### src/rtl/fp_flt.sv
// Registered IEEE-754 less-than comparator (FLT): lt = A < B, nv on any NaN operand.
// One-cycle latency, one compare per cycle, no backpressure.

module fp_flt_cls #(
    parameter int EXP_W = 8,
    parameter int MAN_W = 23
) (
    input  logic [EXP_W+MAN_W:0]   op_i,
    output logic                   sign_o,
    output logic [EXP_W+MAN_W-1:0] mag_o,
    output logic                   nan_o,
    output logic                   zero_o
);
    logic [EXP_W-1:0] exp_w;
    logic [MAN_W-1:0] man_w;

    assign sign_o = op_i[EXP_W+MAN_W];
    assign exp_w  = op_i[EXP_W+MAN_W-1:MAN_W];
    assign man_w  = op_i[MAN_W-1:0];
    assign mag_o  = op_i[EXP_W+MAN_W-1:0];
    assign nan_o  = (&exp_w) && (|man_w);
    assign zero_o = ~|mag_o;
endmodule

module fp_flt #(
    parameter int EXP_W = 8,
    parameter int MAN_W = 23
) (
    input  logic                 clk,
    input  logic                 rst,
    input  logic                 in_valid,
    input  logic [EXP_W+MAN_W:0] fp_a,
    input  logic [EXP_W+MAN_W:0] fp_b,
    output logic                 out_valid,
    output logic                 lt,
    output logic                 nv
);
    localparam int MW = EXP_W + MAN_W;

    logic          sa, sb, nan_a, nan_b, zero_a, zero_b;
    logic [MW-1:0] mag_a, mag_b;
    logic          lt_d, nv_d;
    logic          vld_q, lt_q, nv_q;

    fp_flt_cls #(.EXP_W(EXP_W), .MAN_W(MAN_W)) u_cls_a (
        .op_i(fp_a), .sign_o(sa), .mag_o(mag_a), .nan_o(nan_a), .zero_o(zero_a)
    );
    fp_flt_cls #(.EXP_W(EXP_W), .MAN_W(MAN_W)) u_cls_b (
        .op_i(fp_b), .sign_o(sb), .mag_o(mag_b), .nan_o(nan_b), .zero_o(zero_b)
    );

    // Sign-magnitude ordering: differing signs decide outright, equal signs
    // compare magnitudes with the sense flipped for negatives.
    always_comb begin
        nv_d = nan_a | nan_b;
        lt_d = 1'b0;
        if (nv_d || (zero_a && zero_b))
            lt_d = 1'b0;
        else if (sa != sb)
            lt_d = sa;
        else if (!sa)
            lt_d = (mag_a < mag_b);
        else
            lt_d = (mag_a > mag_b);
    end

    always_ff @(posedge clk or posedge rst) begin
        if (rst) begin
            vld_q <= 1'b0;
            lt_q  <= 1'b0;
            nv_q  <= 1'b0;
        end else begin
            vld_q <= in_valid;
            if (in_valid) begin
                lt_q <= lt_d;
                nv_q <= nv_d;
            end
        end
    end

    assign out_valid = vld_q;
    assign lt        = lt_q;
    assign nv        = nv_q;
endmodule

### config.mk
export PLATFORM = sky130hd
export DESIGN_NAME = fp_flt
export DESIGN_NICKNAME = d
export VERILOG_FILES = /design/src/rtl/fp_flt.sv
export SDC_FILE = /design/constraint.sdc
export NUM_CORES = 1
export LEC_CHECK = 0
export ABC_AREA = 1
export CAP_MARGIN = 10
export CORE_MARGIN = 2
export CORE_UTILIZATION = 40
export CTS_CLUSTER_SIZE = 25
export DETAILED_ROUTE_END_ITERATION = 12
export HOLD_SLACK_MARGIN = 0.02
export PLACE_DENSITY = 0.82
export SLEW_MARGIN = 5
export SYNTH_ARGS = -nofsm -noshare
export SYNTH_HDL_FRONTEND = slang
export SYNTH_SLANG_ARGS = --single-unit
### constraint.sdc
create_clock -name clk -period 0.8 [get_ports clk]
set_input_delay 0.16 -clock clk [delete_from_list [all_inputs] [get_ports clk]]
set_output_delay 0.16 -clock clk [all_outputs]
set_load 0.005 [all_outputs]
After elaboration in Yosys (flattened, before gate mapping). Index checks and enable logic that the tools add are counted.

Output and inout bits: 3. Logic and storage cells: 22. Input bits: 67. Register bits: 3.

Equality and inequality tests: 1. Reductions and logical operators: 12. Magnitude comparators: 2. Bitwise operators: 1. Muxes and demuxes: 3.

Operator list (number): OR reduction 31 bit (2); OR reduction 23 bit (2); greater-than comparator 31 bit (1); < comparator 31 bit (1); AND reduction 8 bit (2); logical AND 1 bit (3); two-way mux 1 bit (3); logical NOT 1 bit (2); logical OR 1 bit (1); != test 1 bit (1); OR 1 bit (1).

Logic depth before layout (Yosys ltp).
Depth in word-level cells: 5. Gate-level depth with buffers: 15. Gate-level depth less buffers: 15.

Cells and area by module. From an unflattened synthesis, not the netlist that was laid out.

Cells, all modules: 305. Area total of the unflattened synthesis: 1814.2 sq um.

Modules (own cells, without submodules): fp_flt (cells an instance 167, instances 1, area each 1018.5 sq um, sequential area each 75.1 sq um); fp_flt_cls (cells an instance 69, instances 2, area each 397.9 sq um, sequential area each 0.0 sq um).

Worst setup path before layout. OpenSTA, ideal clock, no wires.

Path type: input -> register. Start point: in fp_b[30]. End point: reg lt_q (netlist: lt). Path buffers: 0. Data arrival time: 1208 ps. Slack: -525 ps. Stages on the path: 11. Data required time: 684 ps. Library setup time: 116 ps. Cells stage by stage: inv_1 ha_1 nand2_1 nor2_1 nor3b_2 and2b_1 nand3b_1 nand2_1 nand2_1 nand2_1 nand2_1.

Cells in the longest elaborated chain, start to end: 5. Elaborated cells on any way between the ends: 12. Classes of those cells: order compare (2); mux (3); bitwise (1); reduce/logical (6).

Ends and longest elaborated chain: from (decl) (line 33) `input logic [EXP_W+MAN_W:0] fp_b,`; parallel branches: the longest is 4 deep, another holds < comparator 31 bit; two-way mux 1 bit (*) (line 57) `if (nv_d || (zero_a && zero_b))`; to (signal assigned) (line 75) `lt_q <= lt_d;`; to (decl) (line 43) `logic vld_q, lt_q, nv_q;`.

Mark *: on every way between the ends. A chain may end at the register's enable or synchronous reset.

Final worst setup path.
Start point: in fp_b[14]. End point: reg lt_q (netlist: lt).

Cells in the longest elaborated chain, start to end: 5. Elaborated cells on any way between the ends: 12. Classes of those cells: order compare (2); mux (3); bitwise (1); reduce/logical (6).

Ends and longest elaborated chain (line): parallel branches: the longest is 4 deep, another holds < comparator 31 bit; two-way mux 1 bit (*) (57).

Marks and branches as above.

==> results.ini <==
[sta]
tns_ns = -1.36
setup_viol = 5
max_slew_margin_pct = 82.5
tightest_slew_ns = 0.262
period_minus_slack_ns = 1.49
worst_slack_ns = -0.691
fmax_mhz = 671
slew_viol_final = 0
finalHoldViolCount = 0
grt_setup_unrepaired = yes
period_share_pct = 186
skew_ns = 0

[cells_and_area]
diodes = 0
syn_to_final_growth_pct = 121
design_area_sq_um = 2890
drive_gt1_share_pct = 63.9
nets = 459
instances_no_fill = 404
num-fill-cells = 99

[floorplan]
core-area_sq_um = 3080
start_util_pct = 42.6
die_height_um = 61.3
rows = 20
ioPinCount = 70
die_w_um = 61.3
die-area_sq_um = 3750

[run]
max-cap-violations = 0

[drt]
vias_per_cell = 6.08
drt.antenna.violating_nets = 0
wirelength_um = 8630
dr.pass1.iters = 6
num_vias = 2456
drt_iter0_markers = 309
drc_errors = 0
wire_per_inst_um = 21.4

[grt]
grt_max_degree = 4
grt_pass1_vias = 2011
grt_pass1_wl_um = 8270
top_usage_layer = met2
gr-usage-met2_pct = 59.0
grt.met3_usage_pct = 4.41
grt_util_all_layers_pct = 29.6
overflow = 0
antenna_found_initial = 0
met1_usage_pct = 30.6

[placement]
place_area_sq_um = 2370
dp_hpwl_um = 3560
io_buffers = 69
dp.cells = 382
gp_congestion = 0.863

[cts]
clock-sinks = 3
ctsHtreeMaxLevel = 1
clkSlewWorstSetupHoldPaths_ns = 0.04
cts_root_buffer = clkbuf_4
cts_made_buffers = 3
clk_latency_ns = 0.24
cts_tree = done
cts_hold_buffers = 0
cts_buffer_depth = 2

[synth]
ys_warn_count = 0
synth-async-reset-ratio_pct = 100
syn_inst = 239
yosys.area.top_type = ha_1
synth_most_common_cell = nand2_1
ys.flop_type = dfrtp_1
ys_top_cells_by_area = ha_1 (30%), nand2_1 (19%), inv_1 (14%)
synth_seq_area_share_pct = 5.73
synth.top_cell.area_share_pct = 29.6
synth-edff-count = 0
syn-cell-area_sq_um = 1310
synth_cell_types = 14
ys_seq_elements = 3
synth_nets = 337
syn_area_per_cell_sq_um = 5.49
synth_common_cells = nand2_1 (68), inv_1 (49), nor2_1 (48), ha_1 (31), nand3_1 (14)

[critical_path]
crit_required_ns = 0.92
crit_path_end_kind = flop
path_class = input port to flop
critPathArrivalTime_ns = 1.61
worstReg2RegEnd = lt
cp_max_fo = 2
rrSetupSlack_ns = -0.10
ff2ff_path_depth = 4
crit_path_start_kind = input port
worstReg2RegStart = lt
critPathCapture = lt
critPathLaunch = fp_b[14]

[pwr]
p_sw_share_pct = 45.2
power_density_nw_per_um2 = 730
sequentialPowerShare_pct = 8.2
power_mw = 2.11
clkPwrFrac_pct = 13.7
p_leak_nw = 1.40
p_int_mw = 1.16
switchingPower_mw = 0.955
vdd_ir_drop_max_uv = 414
combPwrFrac_pct = 78.1

[outcome]
status = complete, but fails checks
violations = setup timing

[worst_hold_path]
hold_path.class = input port to asynchronous set/reset pin

-- worst min path at each step --
stage,startpoint,to,slack [ns],depth (start not counted)
global route,rst,nv,0.11,2
finish,rst,nv,0.10,2
floorplan,rst,lt,-0.09,1
detailed placement,rst,nv,0.34,2
global placement,rst,out_valid,0.34,2
CTS,rst,out_valid,0.1,2
-- critical path: stages --
cell and delay, ns:
buf_2 0.11, inv_2 0.08, ha_4 0.22, a21oi_1 0.20
nand2_2 0.12, a21oi_4 0.21, nand2_2 0.09, nand2_2 0.08
nand2_2 0.06, nand2_1 0.07, nand2_1 0.04, nand2_1 0.09
nand2_1 0.07
-- placed cells by master (no fill, tap or decap), drive strengths merged --
cell,netlist,final
nor3b,1,1
dlygate4sd2,0,1
and2b,1,1
nand3b,1,1
inv,49,49
nor2,48,48
nand3,14,14
clkbuf,0,20
clkdlybuf4s50,0,4
a21o,2,2
clkdlybuf4s15,0,3
a21oi,13,13
nand4,7,7
buf,0,93
ha,31,31
dfrtp,3,3
nand2,69,69
-- repair_timing --
action                                 CTS  global route
setup endpoints to repair                5             5
resized for setup                      272           121
endpoints found under the hold margin    0             0
pin swaps                               71            56
setup buffers                           18             6
cloned                                   0             0
-- power by group through the flow --
stage               sequential (mW)  combinational (mW)  clock, mW
floorplan                     0.175               0.422          0
global placement              0.173                1.01          0
detailed placement            0.175                1.05          0
CTS                           0.171                1.18      0.269
global route                  0.175                1.73      0.298
finish                        0.174                1.65      0.290
-- routing by layer --
metal	wire (um)	vias to the layer above
met5	0	-
met4	791	0
met3	1000	108
met2	4030	276
met1	2800	1077
li1	-	995
-- flip-flops by register name, indices dropped and copies added (netlist names) --
| signal | count |
|---|---|
| lt | 1 |
| out_valid | 1 |
| nv | 1 |
-- per-stage QoR --
| stage | worst slack, ns | utilization, % | hold WS [ns] |
|---|---|---|---|
| after CTS | -0.508 | 86.1 | 0.0971 |
| after global routing | -0.758 | 93.9 | 0.106 |
| after global placement | -1.17 | 76.9 | 0.335 |
| final | -0.691 | 93.9 | 0.104 |
| after detailed placement | -1.26 | 76.9 | 0.342 |
| after floorplan | -0.480 | - | -0.0864 |
-- logic make-up (layout without fill, tap and decap cells) --
family | Yosys count | count (layout) | share of synthesized area (%)
flip-flops | 3 | 3 | 5.73
adder cells (fa/ha/maj) | 31 | 31 | 29.6
AO/OA/AOI/OAI | 15 | 15 | 6.20
AND/OR/NAND/NOR | 141 | 141 | 44.5
buffers and inverters | 49 | 170 | 14.0
-- layout make-up --
type	instances	area [sq um]	area share [%]
multi-input cells	187	1630	56.5
repair buffers	117	892	30.9
inverters	49	209	7.23
flip-flops and latches	3	75.1	2.60
well taps	44	55.1	1.90
clock buffers	4	26.3	0.909
Power figures use the tool's default switching activity.
